### src/rtl/ldo_seq_pkg.sv
// rtl/ldo_seq_pkg.sv - shared state encoding and sizing helpers for the LDO power sequencer
package ldo_seq_pkg;

    typedef enum logic [2:0] {
        ST_IDLE      = 3'd0,
        ST_RAMP_UP   = 3'd1,
        ST_ON        = 3'd2,
        ST_RAMP_DOWN = 3'd3,
        ST_FAULT     = 3'd4
    } seq_state_e;

    localparam int SYNC_STAGES = 2;

    // Channel index width; a single channel still needs one bit.
    function automatic int ch_width(input int n_ch);
        return (n_ch <= 1) ? 1 : $clog2(n_ch);
    endfunction

endpackage

### src/rtl/pg_sync.sv
// rtl/pg_sync.sv - multi-flop synchroniser for the asynchronous LDO power-good inputs
module pg_sync
    import ldo_seq_pkg::*;
#(
    parameter int WIDTH  = 1,
    parameter int STAGES = SYNC_STAGES
) (
    input  logic             clk_i,
    input  logic             rst_ni,
    input  logic [WIDTH-1:0] pg_i,
    output logic [WIDTH-1:0] pg_s_o
);

    logic [WIDTH-1:0] sync_q [STAGES];
    logic [WIDTH-1:0] sync_d [STAGES];

    always_comb begin
        sync_d[0] = pg_i;
        for (int s = 1; s < STAGES; s++) begin
            sync_d[s] = sync_q[s-1];
        end
    end

    always_ff @(posedge clk_i or negedge rst_ni) begin
        if (!rst_ni) begin
            for (int s = 0; s < STAGES; s++) begin
                sync_q[s] <= '0;
            end
        end else begin
            for (int s = 0; s < STAGES; s++) begin
                sync_q[s] <= sync_d[s];
            end
        end
    end

    assign pg_s_o = sync_q[STAGES-1];

endmodule

### src/rtl/ldo_power_sequencer.sv
// rtl/ldo_power_sequencer.sv - ordered ramp-up/ramp-down controller for a bank of LDO enables
module ldo_power_sequencer
    import ldo_seq_pkg::*;
#(
    parameter int  N_CH  = 3,
    parameter int  CNT_W = 16,
    localparam int CH_W  = ch_width(N_CH)
) (
    input  logic              wb_clk_i,
    input  logic              wb_rst_ni,
    input  logic              seq_start_i,
    input  logic              seq_stop_i,
    input  logic [N_CH-1:0]   ch_mask_i,
    input  logic [CNT_W-1:0]  dly_i,
    input  logic [N_CH-1:0]   pg_i,
    output logic [N_CH-1:0]   ldo_en_o,
    output logic              busy_o,
    output logic              on_o,
    output logic              fault_o,
    output logic [CH_W-1:0]   fault_ch_o
);

    localparam logic [CNT_W-1:0] CNT_ZERO = '0;
    localparam logic [CNT_W-1:0] CNT_ONE  = CNT_W'(1);
    localparam logic [CH_W-1:0]  IDX_ZERO = '0;
    localparam logic [CH_W-1:0]  IDX_ONE  = CH_W'(1);
    localparam logic [CH_W-1:0]  IDX_LAST = CH_W'(N_CH - 1);

    seq_state_e       state_q, state_d;
    logic [CH_W-1:0]  idx_q, idx_d;
    logic [CNT_W-1:0] cnt_q, cnt_d;
    logic [CNT_W-1:0] dly_q, dly_d;
    logic [N_CH-1:0]  mask_q, mask_d;
    logic [N_CH-1:0]  en_q, en_d;
    logic [CH_W-1:0]  fault_ch_q, fault_ch_d;
    logic [N_CH-1:0]  pg_s;
    logic [N_CH-1:0]  pg_bad;
    logic [CH_W-1:0]  hi_idx;
    logic [CH_W-1:0]  lo_bad;

    pg_sync #(
        .WIDTH  (N_CH),
        .STAGES (SYNC_STAGES)
    ) u_pg_sync (
        .clk_i  (wb_clk_i),
        .rst_ni (wb_rst_ni),
        .pg_i   (pg_i),
        .pg_s_o (pg_s)
    );

    assign pg_bad = en_q & ~pg_s;

    // Ramp-down starts at the highest enable; a fault reports the lowest bad channel.
    always_comb begin
        hi_idx = IDX_ZERO;
        lo_bad = IDX_ZERO;
        for (int i = 0; i < N_CH; i++) begin
            if (en_q[i]) hi_idx = CH_W'(i);
        end
        for (int i = N_CH - 1; i >= 0; i--) begin
            if (pg_bad[i]) lo_bad = CH_W'(i);
        end
    end

    // cnt_q == 0 marks the entry cycle of the current channel; expiry is at 1.
    always_comb begin
        state_d    = state_q;
        idx_d      = idx_q;
        cnt_d      = cnt_q;
        dly_d      = dly_q;
        mask_d     = mask_q;
        en_d       = en_q;
        fault_ch_d = fault_ch_q;

        case (state_q)
            ST_IDLE: begin
                en_d = '0;
                if (seq_start_i && !seq_stop_i) begin
                    state_d = ST_RAMP_UP;
                    idx_d   = IDX_ZERO;
                    cnt_d   = CNT_ZERO;
                    mask_d  = ch_mask_i;
                    dly_d   = (dly_i == CNT_ZERO) ? CNT_ONE : dly_i;
                end
            end

            ST_RAMP_UP: begin
                if (seq_stop_i) begin
                    state_d = ST_RAMP_DOWN;
                    idx_d   = hi_idx;
                    cnt_d   = CNT_ZERO;
                end else if (cnt_q == CNT_ZERO && mask_q[idx_q]) begin
                    en_d[idx_q] = 1'b1;
                    cnt_d       = dly_q;
                end else if (cnt_q == CNT_ZERO || (cnt_q == CNT_ONE && pg_s[idx_q])) begin
                    cnt_d = CNT_ZERO;
                    if (idx_q == IDX_LAST) begin
                        state_d = ST_ON;
                    end else begin
                        idx_d = idx_q + IDX_ONE;
                    end
                end else if (cnt_q == CNT_ONE) begin
                    state_d    = ST_FAULT;
                    fault_ch_d = idx_q;
                    en_d       = '0;
                    cnt_d      = CNT_ZERO;
                end else begin
                    cnt_d = cnt_q - CNT_ONE;
                end
            end

            ST_ON: begin
                if (pg_bad != '0) begin
                    state_d    = ST_FAULT;
                    fault_ch_d = lo_bad;
                    en_d       = '0;
                end else if (seq_stop_i) begin
                    state_d = ST_RAMP_DOWN;
                    idx_d   = hi_idx;
                    cnt_d   = CNT_ZERO;
                end
            end

            ST_RAMP_DOWN: begin
                if (cnt_q == CNT_ZERO && en_q[idx_q]) begin
                    en_d[idx_q] = 1'b0;
                    cnt_d       = dly_q;
                end else if (cnt_q == CNT_ZERO || cnt_q == CNT_ONE) begin
                    cnt_d = CNT_ZERO;
                    if (idx_q == IDX_ZERO) begin
                        state_d = ST_IDLE;
                        en_d    = '0;
                    end else begin
                        idx_d = idx_q - IDX_ONE;
                    end
                end else begin
                    cnt_d = cnt_q - CNT_ONE;
                end
            end

            ST_FAULT: begin
                en_d = '0;
                if (seq_stop_i) begin
                    state_d    = ST_IDLE;
                    fault_ch_d = IDX_ZERO;
                end
            end

            default: begin
                state_d = ST_IDLE;
                en_d    = '0;
            end
        endcase
    end

    always_ff @(posedge wb_clk_i or negedge wb_rst_ni) begin
        if (!wb_rst_ni) begin
            state_q    <= ST_IDLE;
            idx_q      <= IDX_ZERO;
            cnt_q      <= CNT_ZERO;
            dly_q      <= CNT_ZERO;
            mask_q     <= '0;
            en_q       <= '0;
            fault_ch_q <= IDX_ZERO;
        end else begin
            state_q    <= state_d;
            idx_q      <= idx_d;
            cnt_q      <= cnt_d;
            dly_q      <= dly_d;
            mask_q     <= mask_d;
            en_q       <= en_d;
            fault_ch_q <= fault_ch_d;
        end
    end

    assign ldo_en_o   = en_q;
    assign busy_o     = (state_q == ST_RAMP_UP) || (state_q == ST_RAMP_DOWN);
    assign on_o       = (state_q == ST_ON);
    assign fault_o    = (state_q == ST_FAULT);
    assign fault_ch_o = fault_ch_q;

endmodule

### config.mk
export PLATFORM = sky130hd
export DESIGN_NAME = ldo_power_sequencer
export DESIGN_NICKNAME = d
export VERILOG_FILES = /design/src/rtl/ldo_seq_pkg.sv /design/src/rtl/pg_sync.sv /design/src/rtl/ldo_power_sequencer.sv
export SDC_FILE = /design/constraint.sdc
export NUM_CORES = 1
export LEC_CHECK = 0
export CAP_MARGIN = 40
export CORE_MARGIN = 10
export CORE_UTILIZATION = 45
export DETAILED_ROUTE_END_ITERATION = 6
export GPL_ROUTABILITY_DRIVEN = 0
export GPL_TIMING_DRIVEN = 0
export PLACE_DENSITY = 0.69
export SETUP_SLACK_MARGIN = 0.4
export SYNTH_ARGS = -nofsm -noshare
export SYNTH_HDL_FRONTEND = slang
export SYNTH_SLANG_ARGS = --single-unit
### constraint.sdc
create_clock -name wb_clk_i -period 2.3 [get_ports wb_clk_i]
set_input_delay 0.46 -clock wb_clk_i [delete_from_list [all_inputs] [get_ports wb_clk_i]]
set_output_delay 0.46 -clock wb_clk_i [all_outputs]
set_load 0.02 [all_outputs]
After elaboration in Yosys (flattened, before gate mapping)
Cells that the tools add are included.

Input bits: 26. Output and inout bits: 8. Flip-flop bits (word level): 51.

Equality and inequality tests: 29. Add/subtract/negate cells: 3. Mux-type cells: 62. Magnitude comparators: 2. Bitwise gates (word level): 5. Reductions and logical operators: 22.

Operators with widths (number): $mux 16 (10); $pmux 16 s4 (1); $mux 3 (18); $mux 2 (20); $logic_not 16->1 (2); $ne 2x2->1 const B (12); $ne 3x3->1 const B (7); $eq 16x1->1 const B (1); $sub 16x1->16 const B (1); $pmux 3 s5 (1); $reduce_and 10->1 (1); $pmux 3 s3 (1); $reduce_and 9->1 (1); $ne 4x4->1 const B (2); $pmux 2 s4 (1); $reduce_and 7->1 (1); $and 3x3->3 (2); $bmux 1 s2 (3); $eq 3x2->1 const B (2); $not 3->3 (2); $pmux 2 s3 (1); $reduce_and 6->1 (1); $reduce_bool 3->1 (2); $logic_and 1x1->1 (5); other kinds (19) (25).

Longest topological paths before layout
Gate-level depths: netlist (run 1).

Depth after elaboration: 8. Mapped depth: 9.

Modules after synthesis
A second synthesis (run 1) with hierarchy kept.

Cell total of the unflattened synthesis: 308. Area total of the unflattened synthesis: 2925.3 µm².

Modules (own cells, without submodules): ldo_power_sequencer (times used 1, cells each 302, area an instance 2775.2 µm², sequential area each 1126.1 µm²); pg_sync (times used 1, cells each 6, area an instance 150.1 µm², sequential area each 150.1 µm²).

Worst setup path before layout (run 1)
No wires, ideal clock.

Path kind: register -> register. From: reg en_q[2] (netlist: ldo_en_o[2]). To: reg idx_q[0]. Cell stages (with the launch flop): 7. Path slack: 65 ps. Period minus slack after synthesis: 2235 ps. Data arrival time: 2109 ps. Cell sequence: dfrtp_1 > nor2b_4 > or4_4 > a31oi_4 > o31ai_1 > or3_4 > mux2_4.

Word-level cells in the longest chain between the ends: 5.

Ends and longest elaborated chain: from (decl) (RTL line ldo_power_sequencer.sv:34) `logic [N_CH-1:0] en_q, en_d;`; from (signal assigned) (RTL line ldo_power_sequencer.sv:171) `en_q <= en_d;`; $bmux 1 s2 (RTL line ldo_power_sequencer.sv:125) `if (cnt_q == CNT_ZERO && en_q[idx_q]) begin`; $mux 1 (not written as such) (RTL line ldo_power_sequencer.sv:125); $logic_and 1x1->1 (RTL line ldo_power_sequencer.sv:125); $ne 2x2->1 (no source line); $reduce_and 10->1 (no source line); to (signal assigned) (RTL line ldo_power_sequencer.sv:167) `idx_q <= idx_d;`; to (decl) (RTL line ldo_power_sequencer.sv:30) `logic [CH_W-1:0] idx_q, idx_d;`.

Parallel ways exist; a longest one is shown, timed or not. The select of a mux whose other input is x is not followed. A chain may end at the register's enable or synchronous reset.

Worst setup path in the final report (run 1)
From: reg cnt_q[1]. To: reg idx_q[1].

Word-level cells in the longest chain between the ends: 5.

Ends and longest elaborated chain: from (decl) (RTL line ldo_power_sequencer.sv:31) `logic [CNT_W-1:0] cnt_q, cnt_d;`; from (signal assigned) (RTL line ldo_power_sequencer.sv:168) `cnt_q <= cnt_d;`; $eq 16x1->1 (RTL line ldo_power_sequencer.sv:95, ldo_power_sequencer.sv:128); $logic_and 1x1->1 (RTL line ldo_power_sequencer.sv:95) `end else if (cnt_q == CNT_ZERO || (cnt_q == CNT_ONE && pg_s[idx_q])) begin`; $logic_or 1x1->1 (RTL line ldo_power_sequencer.sv:95); $ne 3x3->1 (no source line); $reduce_and 10->1 (no source line) *.

Mark *: on every way between the ends. The rest lies on a longest branch, timed or not.

==> results of run 1 <==
power by group through the flow:
stage / Combinational [mW] / Sequential [mW] / Clock (mW)
6_report: 3.95 / 1.51 / 0.683
5_1_grt: 4.24 / 1.55 / 0.719
4_1_cts: 3.22 / 1.49 / 0.688
3_5_place_dp: 2.69 / 1.51 / 0
3_3_place_gp: 2.66 / 1.50 / 0
2_1_floorplan: 2.05 / 1.45 / 0
cell type report:
class	count	area [sq um]	share of cell area, %
buffer	16	135	3.20
tap	77	96.3	2.28
clock inverter	2	38.8	0.917
inverter	13	57.6	1.36
clock buffer	6	82.6	1.95
timing repair buffer	78	706	16.7
sequential	51	1280	30.4
multi-input combinational	250	1830	43.2
registers in the layout, summed over array words and instances (netlist names):
signal and flops:
cnt_q 16, dly_q 16, ldo_en_o 3, mask_q 3, state_q 3, u_pg_sync.pg_s_o 3
u_pg_sync.sync_d 3, fault_ch_o 2, idx_q 2
stage by stage:
step	area, sq um	utilization (%)	power, mW	std cells	hold slack [ps]
final	4230	66.2	6.15	493	160
after global placement	3450	54.0	4.16	439	331
after detailed placement	3460	54.2	4.20	440	338
after global routing	4230	66.2	6.51	493	216
after CTS	3870	60.6	5.40	470	189
after floorplan	3030	-	3.50	330	164
metal layers:
| metal | vias up | GRT usage (%) | wire length [microns] |
|---|---|---|---|
| met5 | - | 0 | 0 |
| met4 | 0 | 4.07 | 146 |
| met3 | 20 | 2.79 | 637 |
| met2 | 155 | 24.4 | 4160 |
| met1 | 1417 | 21.9 | 3930 |
| li1 | 1381 | - | - |
worst max-delay path by stage:
stage	startpoint	endpoint	slack, ps	cells after the start
floorplan	ldo_en_o[2]$_DFFE_PN0P_	idx_q[0]$_DFFE_PN0P_	100	6
global placement	wb_rst_ni	ldo_en_o[2]$_DFFE_PN0P_	-960	1
detailed placement	cnt_q[5]$_DFFE_PN0P_	idx_q[1]$_DFFE_PN0P_	-210	6
CTS	idx_q[1]$_DFFE_PN0P_	idx_q[1]$_DFFE_PN0P_	130	7
global route	cnt_q[1]$_DFFE_PN0P_	idx_q[1]$_DFFE_PN0P_	-20	8
finish	cnt_q[1]$_DFFE_PN0P_	idx_q[1]$_DFFE_PN0P_	50	8
worst register-to-register path, stage by stage (launching register included):
cell and delay [ps]:
dfrtp_1 400, inv_2 110, ha_4 150, nor4b_4 210
nand4_1 220, nor4_1 400, o21a_2 210, or3_4 150
mux2_4 310
logic make-up (layout without fill, tap and decap cells):
logic type / count (synthesis) / after routing / share of synthesized area (%)
AND/OR/NAND/NOR: 157 / 157 / 27.7
AO/OA/AOI/OAI: 77 / 77 / 18.5
flip-flops: 51 / 51 / 43.0
buffers and inverters: 29 / 115 / 4.22
multiplexers: 10 / 10 / 4.01
adder cells (fa/ha/maj): 6 / 6 / 2.53
cells in the mapped netlist (all sizes together) (7+ instances only):
cell	n	area, sq um
clkbuf	11	42.5
a22oi	7	52.6
a221o	7	70.1
o21ai	26	130
nand2b	8	50.1
dfrtp	51	1280
nor4	15	115
nor3	15	75.1
a21oi	7	38.8
inv	10	37.5
nand3	8	40.0
nor2	14	52.6
nand2	69	259
timing repair:
action | in CTS | in global routing
cloned | 0 | 1
resized for setup | 51 | 42
buffers inserted | 22 | 22
pin swaps | 15 | 19
setup endpoints to repair | 39 | 38
==> reports/qor.txt, run 1 <==
Clock transition at path regs -> 100 ps
Routed Antenna Nets -> 0
Clock Skew -> 8.49 ps
Comb power frac -> 64.2%
Die H -> 101 microns
Pwr per Cell Area -> 1450 nW/um^2
Min cycle time layout -> 2250 ps
Post-synthesis cell type count -> 62
Drc violations -> 0
Detailed Place HPWL -> 5.62 mm
Sequential share of the synthesized area -> 43.0%
Commonest non-fill, non-tap cell in the layout -> nand2_1
Core area -> 6390 sq um
Worst Path Buf+Inv -> 1
Drt first-iter violations -> 289
Clk root buf -> clkbuf_8
CP Data Arrival Time -> 2460 ps
H-tree depth -> 2
Final setup margin -> 48.1 ps
Sw Pwr -> 2.70 mW
CP Max Fanout -> 5
Post-Syn Instances -> 330
Post-Place Setup Slack -> -207 ps
Starting Density -> 46.5%
Ant. Diodes -> 0
Ys async rst share -> 100%
Share of layout cells above drive strength 1 -> 32.5%
Clk sinks -> 51
Startpoint class of the critical path -> flop
Max cap viols -> 0
Row count -> 29
R2r endpoint -> idx_q[1]$_DFFE_PN0P_
Setup TNS -> 0 ps
CP top delay family -> simple AND/OR/NAND/NOR gates
Crit. End Element -> flop
Flop pwr share -> 24.6%
Crit Path Class -> flop to flop
Int Pwr -> 3.45 mW
IO buf count -> 32
Cts hold-fix bufs -> 0
R2r setup slk -> 50 ps
Number of global-route vias before repair -> 2702
Most frequent cells in the layout -> nand2_1, dfrtp_1, buf_4
Filler instances -> 506
Worst Tran Pin Value -> 644 ps
Final net count -> 447
Antenna violations before repair -> 0
Mapped Avg Cell Area -> 8.99 sq um
CP max stage delay -> 400 ps
TritonCTS Buffers -> 5
Yosys warning count -> 0
Slowest CP cell -> dfrtp_1
Via count -> 2973
Area grow syn2layout -> 42.5%
Final hold violation count -> 0
Total track usage -> 15.7%
GRT overflow -> 0
Critical path required time -> 2510 ps
First-pass GRT wire length -> 13.2 mm
Clk_lat worst skew -> 310 ps
Cell area after synthesis -> 2970 sq um
CTS tree -> done
Final period util -> 97.9%
Post-synth EDFFs -> 0
I/O pin count -> 34
Maximum vdd drop -> 0.000810 V
Die Width -> 101 microns
Leak Pwr -> 1.87 nW
Syn_nets -> 362
CTS Buffer Depth -> 2
CP cell instances -> inv_2 > ha_4 > nor4b_4 > nand4_1 > nor4_1 > o21a_2 > or3_4 > mux2_4
RR Startpoint -> cnt_q[1]$_DFFE_PN0P_
Vias/cell -> 6.03
Setup violators final -> 0
Drt wl/cell -> 18.0 microns
Slew Viols, Final -> 0
Fmax achieved -> 444 MHz
DRT Pass-1 Iters -> 6
Final WL -> 8.88 mm
Die area -> 10200 sq um
Largest net degree at the start of global routing -> 28
RSZ-0062 raised after global routing -> yes
Cells on worst reg2reg path -> 8
Clock power frac -> 11.1%
Slew margin rel. -> 57.0%
HP Class -> input pin to asynchronous set/reset pin
Status -> completed
Net Sw Frac -> 43.9%
#FFs+latches synth -> 51
Most used DFF post-synth -> dfrtp_1
Note: power is estimated with default switching activity, not from simulation.
==> inputs of run 2 (changes only) <==
--- a/config.mk
+++ b/config.mk
@@ -7,11 +7,10 @@
 export LEC_CHECK = 0
 export CAP_MARGIN = 40
 export CORE_MARGIN = 10
-export CORE_UTILIZATION = 45
+export CORE_UTILIZATION = 30
 export DETAILED_ROUTE_END_ITERATION = 6
 export GPL_ROUTABILITY_DRIVEN = 0
 export GPL_TIMING_DRIVEN = 0
-export PLACE_DENSITY = 0.69
 export SETUP_SLACK_MARGIN = 0.4
 export SYNTH_ARGS = -nofsm -noshare
 export SYNTH_HDL_FRONTEND = slang
==> reports/qor.txt, run 2 (synthesis gave the netlist of run 1 again) <==
HP Class -> input pin to asynchronous set/reset pin (unchanged)
Slew margin rel. -> 60.9% (was 57.0%)
Area grow syn2layout -> 47.0% (was 42.5%)
Die Width -> 119 microns (was 101 microns)
CP Max Fanout -> 2 (was 5)
Int Pwr -> 3.48 mW (was 3.45 mW)
CP Data Arrival Time -> 2400 ps (was 2460 ps)
Die H -> 119 microns (was 101 microns)
Commonest non-fill, non-tap cell in the layout -> nand2_1 (unchanged)
CP max stage delay -> 550 ps (was 400 ps)
Pwr per Cell Area -> 1450 nW/um^2 (about the same)
Fmax achieved -> 453 MHz (was 444 MHz)
Row count -> 36 (was 29)
Net Sw Frac -> 45.1% (was 43.9%)
GRT overflow -> 0 (unchanged)
Largest net degree at the start of global routing -> 29 (was 28)
Setup TNS -> 0 ps (unchanged)
Met2 Resource Use GR -> 19.3% (was 24.4%)
Number of global-route vias before repair -> 2844 (was 2702)
Flop pwr share -> 23.8% (was 24.6%)
Final period util -> 96.0% (was 97.9%)
Post-Place Setup Slack -> -201 ps (was -207 ps)
Slew Viols, Final -> 0 (unchanged)
Drt first-iter violations -> 189 (was 289)
Core area -> 9680 sq um (was 6390 sq um)
First-pass GRT wire length -> 14.4 mm (was 13.2 mm)
Most frequent cells in the layout -> nand2_1, dfrtp_1, buf_4 (unchanged)
Clock transition at path regs -> 100 ps (about the same)
Setup violators final -> 0 (unchanged)
Status -> completed (unchanged)
Via count -> 2912 (was 2973)
Clk sinks -> 51 (unchanged)
CP cell instances -> nor2b_4 > or4_4 > a31oi_4 > o31ai_2 > or3_4 > mux2_4 (was inv_2 > ha_4 > nor4b_4 > nand4_1 > nor4_1 > o21a_2 > or3_4 > mux2_4)
Filler instances -> 918 (was 506)
Final setup margin -> 91.7 ps (was 48.1 ps)
Routed Antenna Nets -> 0 (unchanged)
Min cycle time layout -> 2210 ps (was 2250 ps)
Clock Skew -> 11.5 ps (was 8.49 ps)
CTS Buffer Depth -> 2 (unchanged)
Leak Pwr -> 1.96 nW (was 1.87 nW)
RSZ-0062 raised after global routing -> yes (unchanged)
M3 GR Usage -> 1.89% (was 2.79%)
Share of layout cells above drive strength 1 -> 36.6% (was 32.5%)
IO buf count -> 32 (unchanged)
Final WL -> 8.95 mm (was 8.88 mm)
Met1 GRT Util -> 15.8% (was 21.9%)
Top Usage Layer GRT -> met2 (unchanged)
Placed insts -> 496 (was 440)
Final net count -> 446 (was 447)
Comb power frac -> 67.8% (was 64.2%)
Startpoint class of the critical path -> flop (unchanged)
I/O pin count -> 34 (unchanged)
Crit Path Class -> flop to flop (unchanged)
Sw Pwr -> 2.85 mW (was 2.70 mW)
Crit. End Element -> flop (unchanged)
Starting Density -> 30.6% (was 46.5%)
Drt wl/cell -> 16.3 microns (was 18.0 microns)
Max cap viols -> 0 (unchanged)
Non-Filler Instances -> 548 (was 493)
Detailed Place HPWL -> 5.87 mm (was 5.62 mm)
Fin area -> 4360 sq um (was 4230 sq um)
Clk_lat worst skew -> 310 ps (about the same)
Drc violations -> 0 (unchanged)
Critical path required time -> 2500 ps (was 2510 ps)
Total track usage -> 12.0% (was 15.7%)
Antenna violations before repair -> 0 (unchanged)
Worst Tran Pin Value -> 587 ps (was 644 ps)
DRT Pass-1 Iters -> 5 (was 6)
CTS tree -> done (unchanged)
Ant. Diodes -> 0 (unchanged)
Maximum vdd drop -> 0.000535 V (was 0.000810 V)
Fin Hold WS -> 141 ps (was 160 ps)
TritonCTS Buffers -> 5 (unchanged)
Clock power frac -> 8.4% (was 11.1%)
Final core utilization -> 45.0% (was 66.2%)
Die area -> 14300 sq um (was 10200 sq um)
Vias/cell -> 5.31 (was 6.03)
H-tree depth -> 2 (unchanged)
Post-DP Area -> 3530 sq um (was 3460 sq um)
Final hold violation count -> 0 (unchanged)
Final total power -> 6.34 mW (was 6.15 mW)
Clk root buf -> clkbuf_8 (unchanged)
Largest regs -> cnt_q: 16 flops, dly_q: 16 flops (unchanged)
Slowest CP cell -> or4_4 (was dfrtp_1)
run 2: changes by cell type in the layout (fill, tap and decap cells not counted), sizes merged:
cell,before,now
dlymetal6s2s,0,3
clkdlybuf4s50,28,25
inv,11,12
clkbuf,13,11
bufinv,1,0
buf,58,59
run 2: layout make-up:
type	instances	area, sq um	share of cell area, %
buffer	16	130	2.98
clock buffer	6	72.6	1.66
clock inverter	2	12.5	0.287
inverter	13	61.3	1.41
multi-input combinational	250	1900	43.5
sequential	51	1280	29.4
tap	133	166	3.82
timing repair buffer	77	739	17.0
run 2: power groups by stage:
stage | registers [mW] | logic (mW) | clock network, mW
5_1_grt | 1.55 | 4.61 | 0.585
6_report | 1.51 | 4.30 | 0.531
4_1_cts | 1.49 | 3.73 | 0.551
3_5_place_dp | 1.51 | 2.71 | 0
3_3_place_gp | 1.50 | 2.69 | 0
2_1_floorplan | 1.45 | 2.05 | 0
run 2: path summary, 6_finish.rpt:
check                                              start                            end  slack, ps  depth (start not counted)
setup / recovery                 ldo_en_o[2]$_DFFE_PN0P_           idx_q[0]$_DFFE_PN0P_         90                          6
hold / removal                                 wb_rst_ni         state_q[1]$_DFFE_PN0P_        140                          1
setup reg to reg                 ldo_en_o[2]$_DFFE_PN0P_           idx_q[0]$_DFFE_PN0P_         90                          6
hold reg to reg            u_pg_sync.sync_d[2]$_DFF_PN0_  u_pg_sync.pg_s_o[2]$_DFF_PN0_        350                          0
max in group asynchronous                      wb_rst_ni        ldo_en_o[1]$_DFFE_PN0P_       1610                          2
min in group wb_clk_i      u_pg_sync.sync_d[2]$_DFF_PN0_  u_pg_sync.pg_s_o[2]$_DFF_PN0_        350                          0
run 2: what timing repair did:
item	CTS	global route
buffers inserted	33	10
resized for setup	90	56
endpoints found under the setup margin	39	41
pin swaps	27	23
gates cloned	1	0
hold buffers	0	0
run 2: critical path: cells and delay by family (launching register included):
kind	cells	cell delay (ps)
and+or+nand+nor	3	1050
muxes	1	300
AOI/OAI and AO/OA	2	310
DFF	1	420
run 2: per-layer routing:
metal	up-vias	share of wire [%]
met4	0	1.6
li1	1377	-
met5	-	0
met2	90	49
met1	1432	45
met3	13	4.9
==> patch 1 (settings of run 2) <==
Add an input register stage for `seq_start_i`, `seq_stop_i`, `ch_mask_i`, `dly_i` and `pg_i`, without a reset; this delays them by one clock.
--- a/src/rtl/ldo_power_sequencer.sv
+++ b/src/rtl/ldo_power_sequencer.sv
@@ -26,6 +26,20 @@
     localparam logic [CH_W-1:0]  IDX_ONE  = CH_W'(1);
     localparam logic [CH_W-1:0]  IDX_LAST = CH_W'(N_CH - 1);
 
+    logic seq_start_q;
+    logic seq_stop_q;
+    logic [N_CH-1:0] ch_mask_q;
+    logic [CNT_W-1:0] dly_r;
+    logic [N_CH-1:0] pg_q;
+
+    always_ff @(posedge wb_clk_i) begin
+        seq_start_q <= seq_start_i;
+        seq_stop_q  <= seq_stop_i;
+        ch_mask_q   <= ch_mask_i;
+        dly_r       <= dly_i;
+        pg_q        <= pg_i;
+    end
+
     seq_state_e       state_q, state_d;
     logic [CH_W-1:0]  idx_q, idx_d;
     logic [CNT_W-1:0] cnt_q, cnt_d;
@@ -44,7 +58,7 @@
     ) u_pg_sync (
         .clk_i  (wb_clk_i),
         .rst_ni (wb_rst_ni),
-        .pg_i   (pg_i),
+        .pg_i   (pg_q),
         .pg_s_o (pg_s)
     );
 
@@ -75,17 +89,17 @@
         case (state_q)
             ST_IDLE: begin
                 en_d = '0;
-                if (seq_start_i && !seq_stop_i) begin
+                if (seq_start_q && !seq_stop_q) begin
                     state_d = ST_RAMP_UP;
                     idx_d   = IDX_ZERO;
                     cnt_d   = CNT_ZERO;
-                    mask_d  = ch_mask_i;
-                    dly_d   = (dly_i == CNT_ZERO) ? CNT_ONE : dly_i;
+                    mask_d  = ch_mask_q;
+                    dly_d   = (dly_r == CNT_ZERO) ? CNT_ONE : dly_r;
                 end
             end
 
             ST_RAMP_UP: begin
-                if (seq_stop_i) begin
+                if (seq_stop_q) begin
                     state_d = ST_RAMP_DOWN;
                     idx_d   = hi_idx;
                     cnt_d   = CNT_ZERO;
@@ -114,7 +128,7 @@
                     state_d    = ST_FAULT;
                     fault_ch_d = lo_bad;
                     en_d       = '0;
-                end else if (seq_stop_i) begin
+                end else if (seq_stop_q) begin
                     state_d = ST_RAMP_DOWN;
                     idx_d   = hi_idx;
                     cnt_d   = CNT_ZERO;
@@ -140,7 +154,7 @@
 
             ST_FAULT: begin
                 en_d = '0;
-                if (seq_stop_i) begin
+                if (seq_stop_q) begin
                     state_d    = ST_IDLE;
                     fault_ch_d = IDX_ZERO;
                 end
Behaviour: not the same (a bounded check fails within 4 cycles, from zero or initial values and one cycle with wb_rst_ni low).
==> patch 1 against run 2 <==
Core utilization grew 0.36 points. Non-clock buffer count shrank 9. Combinational power is 26% lower. Design area is 14% higher. Sequential cell count increased by 24. Maximum frequency shrank 1.9%. Critical endpoint is now state_q[1]. Worst setup slack got worse by 0.042 ns. First-iteration DRC count fell by 25%. Wire length is 0.56% higher. Critical path type unchanged. Power grew 4.4%. Synthesized area up 14%. Via count down 1.2%.
==> patch 1: results (changes against run 2) <==
Crit path max-delay family - simple AND/OR/NAND/NOR gates (unchanged)
Synth cell count leaders - 51 x dfrtp_1, 31 x nand2_1, 24 x a21oi_1, 24 x dfxtp_1, 23 x mux2_2 (was 69 x nand2_1, 51 x dfrtp_1, 25 x o21ai_0)
Status - complete, no violations (unchanged)
Slowest stage delay, CP - 0.54 ns
Vias - 2,877 (was 2,912)
Worst Tran Pin Value - 0.609 ns (was 0.587 ns)
Critical path's slowest cell - or4_4 (unchanged)
Sequential share of the synthesized area - 51.9% (was 43.0%)
Max cap viols - 0 (unchanged)
Largest net degree at the start of global routing - 37 (was 29)
Tot GR Track Use - 10.4% (was 12.0%)
Area contributors post-synth - dfrtp_1 38%, dfxtp_1 14%, mux2_2 7.7% (was dfrtp_1 43%, nand2_1 8.7%, o21ai_0 4.2%)
Worst reg2reg setup slack - 0.05 ns (was 0.09 ns)
Clock root buffer - clkbuf_16 (was clkbuf_8)
Clock Pin Slew Worst Setup and Hold Paths - 0.06 ns (was 0.10 ns)
Number of diodes - 0 (unchanged)
Async set-reset flop share out of synthesis - 68.0% (was 100%)
Avg WL per Cell - 16.2 um (was 16.3 um)
WP data arrival - 2.46 ns (was 2.40 ns)
Mapped Avg Cell Area - 10.3 um^2 (was 8.99 um^2)
Post-synthesis cell type count - 52 (was 62)
Post-DP HPWL - 5810 um (was 5870 um)
First-pass GRT wire length - 13,800 um (was 14,400 um)
Worst r2r src - cnt_q[8] (was ldo_en_o[2])
Final wirelength - 9000 um (was 8950 um)
Resized Gates After CTS - 66 (was 90)
Post-CTS setup buffer count - 21 (was 33)
Number of antenna violations at the first check in global routing - 0 (unchanged)
Clock Skew - 0.00667 ns (was 0.0115 ns)
1st-iter DRT viols - 142 (was 189)
Vias in the first global route - 2,836 (was 2,844)
Worst setup path end - state_q[1] (was idx_q[0])
Max-slew violations - 0 (unchanged)
Worst-case reg-to-reg path depth - 7 (was 6)
Critical path fanouts, max - 7 (was 2)
Largest registers - cnt_q x16, dly_q x16, dly_r x16 (was cnt_q x16, dly_q x16)
Synth warn - 0 (unchanged)
Share of layout cells above drive strength 1 - 38.9% (was 36.6%)
Max clock buf depth - 2 (unchanged)
Clk_lat worst skew - 0.33 ns (was 0.31 ns)
Setup WS pre-CTS - -0.145 ns (was -0.201 ns)
Nets@finish - 441 (was 446)
# port buffers - 33 (was 32)
Max VDD drop - 0.000444 V (was 0.000535 V)
Pleak - 2.13 nW (was 1.96 nW)
Synth Net Count - 361 (was 362)
H-tree depth - 3 (was 2)
CP startpoint - cnt_q[8] (was ldo_en_o[2])
CTS Buf Count - 9 (was 5)
Placed insts - 503 (was 496)
## patch 1: where the power goes
| group | total (W) | internal, W | switching (W) |
|---|---|---|---|
| registers | 0.00195 | 0.00165 | 0.000303 |
| clock network | 0.00149 | 0.000951 | 0.000536 |
| logic | 0.00318 | 0.00154 | 0.00164 |
## patch 1: worst min path at each step
stage / slack, ns / startpoint / endpoint
floorplan: 0.16 / wb_rst_ni / cnt_q[0]
global placement: 0.32 / pg_q[2] / u_pg_sync.sync_d[2]
detailed placement: 0.32 / pg_q[2] / u_pg_sync.sync_d[2]
CTS: 0.06 / wb_rst_ni / cnt_q[6]
global route: 0.08 / wb_rst_ni / cnt_q[6]
finish: 0.05 / wb_rst_ni / dly_q[11]
## patch 1: final cells by class
cell class,count,area [um^2]
fillers,980,5970
multi-input cells,226,1860
flip-flops and latches,75,1760
repair buffers,69,656
clock buffers,10,229
well taps,140,175
plain buffers,15,141
clock inverters,6,90.1
inverters,13,48.8
## patch 1: per-stage QoR
stage | total power (W) | util, % | area (um^2)
final | 0.00661 | 45.4 | 4960
after global routing | 0.00699 | 45.4 | 4960
after CTS | 0.00614 | 42.5 | 4650
after detailed placement | 0.00412 | 36.2 | 3960
after global placement | 0.00407 | 36.0 | 3940
after floorplan | 0.00351 | - | 3440
## patch 1: logic make-up after synthesis
kind of cell | count (synthesis) | share of synthesized area, %
compound gates | 86 | 16.4
mux | 26 | 8.54
buf+inv | 28 | 3.77
flops | 75 | 51.9
fa+ha+maj | 6 | 2.22
simple gates | 108 | 17.2
## patch 1: metal layers
layer / vias to the layer above / share of wire [%] / track usage [%]
met2: 114 / 48 / 16.7
met5: - / 0 / 0
met4: 0 / 2.4 / 5.76
met1: 1381 / 45 / 12.3
met3: 20 / 5.2 / 2.85
li1: 1362 / - / -
==> patch 2 (settings of run 2) <==
Without the edit above. The parameter `CNT_W` goes from 16 to 24.
--- a/src/rtl/ldo_power_sequencer.sv
+++ b/src/rtl/ldo_power_sequencer.sv
@@ -3,7 +3,7 @@
     import ldo_seq_pkg::*;
 #(
     parameter int  N_CH  = 3,
-    parameter int  CNT_W = 16,
+    parameter int  CNT_W = 24,
     localparam int CH_W  = ch_width(N_CH)
 ) (
     input  logic              wb_clk_i,
Ports: changed (resized dly_i); port bits go from 34 to 42. The function was not compared with the original's and may differ.
==> patch 2 against run 2 <==
Critical endpoint is now cnt_q[5]. Via count up 20%. Wire length rose by 25%. Critical path type unchanged. Clock skew is essentially flat. Power up 38%. Worst setup slack lost 0.40 ns. Synthesized area grew 26%. Sequential cell count increased by 16. Design area grew 22%. The flow now finishes with violations (negative setup slack).
==> patch 2: results (changes against run 2) <==
Nets@finish - 506 (was 446)
Clock root buffer - clkbuf_16 (was clkbuf_8)
DR pass1 iterations - 6 (was 5)
M1 WL - 4930 um (was 4000 um)
WP data arrival - 2.84 ns (was 2.40 ns)
Post-DP HPWL - 7510 um (was 5870 um)
Met1 global-route usage - 15.5% (was 15.8%)
First-pass GRT wire length - 18,200 um (was 14,400 um)
Post-synthesis compound-gate area fraction - 19.4% (was 18.5%)
Worst r2r src - cnt_q[18] (was ldo_en_o[2])
Endpoints failing setup - 34 (was 0)
Worst-case reg-to-reg path depth - 8 (was 6)
Final wirelength - 11,200 um (was 8950 um)
Max VDD drop - 0.000718 V (was 0.000535 V)
Largest registers - cnt_q x24, dly_q x24 (was cnt_q x16, dly_q x16)
CTS Buf Count - 9 (was 5)
Largest net degree at the start of global routing - 68 (was 29)
Synth Net Count - 430 (was 362)
CP startpoint - cnt_q[18] (was ldo_en_o[2])
Routed wl met2 - 5430 um (was 4360 um)
Post-Synth Adder-Cell Area - 2.01% (was 2.53%)
Clock Skew - 0.0111 ns (was 0.0115 ns)
Worst Hold Slack - 0.234 ns (was 0.141 ns)
Final setup margin - -0.312 ns (was 0.0917 ns)
Status - finished with violations (was complete, no violations)
# port buffers - 40 (was 32)
Clock Pin Slew Worst Setup and Hold Paths - 0.06 ns (was 0.10 ns)
Clk_lat worst skew - 0.34 ns (was 0.31 ns)
Tot GR Track Use - 12.6% (was 12.0%)
GRT met2 Usage - 20.7% (was 19.3%)
1st-iter DRT viols - 332 (was 189)
Fill cells - 1,192 (was 918)
Worst setup path end - cnt_q[5] (was idx_q[0])
Failing checks - negative setup slack
H-tree depth - 3 (was 2)
## patch 2: cell families (layout without fill, tap and decap cells)
kind of cell	after synthesis	in the layout
compound gates	104	104
simple gates	151	151
fa+ha+maj	6	6
mux	33	33
buf+inv	29	109
flops	67	67
## patch 2: repair_timing
item	in CTS	in global routing
setup buffers	16	5
pin swaps	22	20
cloned	3	1
endpoints found under the setup margin	65	39
gates resized for setup	89	52
## patch 2: final cells by class
cell class / count / area (um^2) / area share (%)
repair buffers: 65 / 662 / 12.5
clock buffers: 11 / 243 / 4.57
clock inverters: 4 / 33.8 / 0.637
flip-flops and latches: 67 / 1680 / 31.6
plain buffers: 20 / 168 / 3.16
multi-input cells: 294 / 2280 / 42.9
well taps: 168 / 210 / 3.96
inverters: 9 / 33.8 / 0.637
## patch 2: worst max-delay path, delay by kind of cell, from the launching register on
kind / cells / cell delay (ns)
flip-flops: 1 / 0.38
AO/OA/AOI/OAI: 3 / 0.68
AND/OR/NAND/NOR: 2 / 0.97
buffers and inverters: 3 / 0.45
## patch 2: power breakdown
part | total (W) | switching (W) | internal, W
Combinational | 0.00541 | 0.00285 | 0.00256
Clock | 0.00129 | 0.000529 | 0.000762
Sequential | 0.00201 | 0.000372 | 0.00164
## patch 2: through the flow
stage | TNS (ns) | power [W] | setup WS [ns] | area, um^2 | std cells
after floorplan | -5.79 | 0.00460 | -0.246 | 3770 | 390
after global placement | -111.65 | 0.00546 | -1.46 | 4380 | 598
after detailed placement | -14.97 | 0.00554 | -0.564 | 4380 | 598
after CTS | -7.26 | 0.00799 | -0.275 | 5060 | 632
after global routing | -11.04 | 0.00927 | -0.382 | 5310 | 638
final | -8.57 | 0.00871 | -0.312 | 5310 | 638
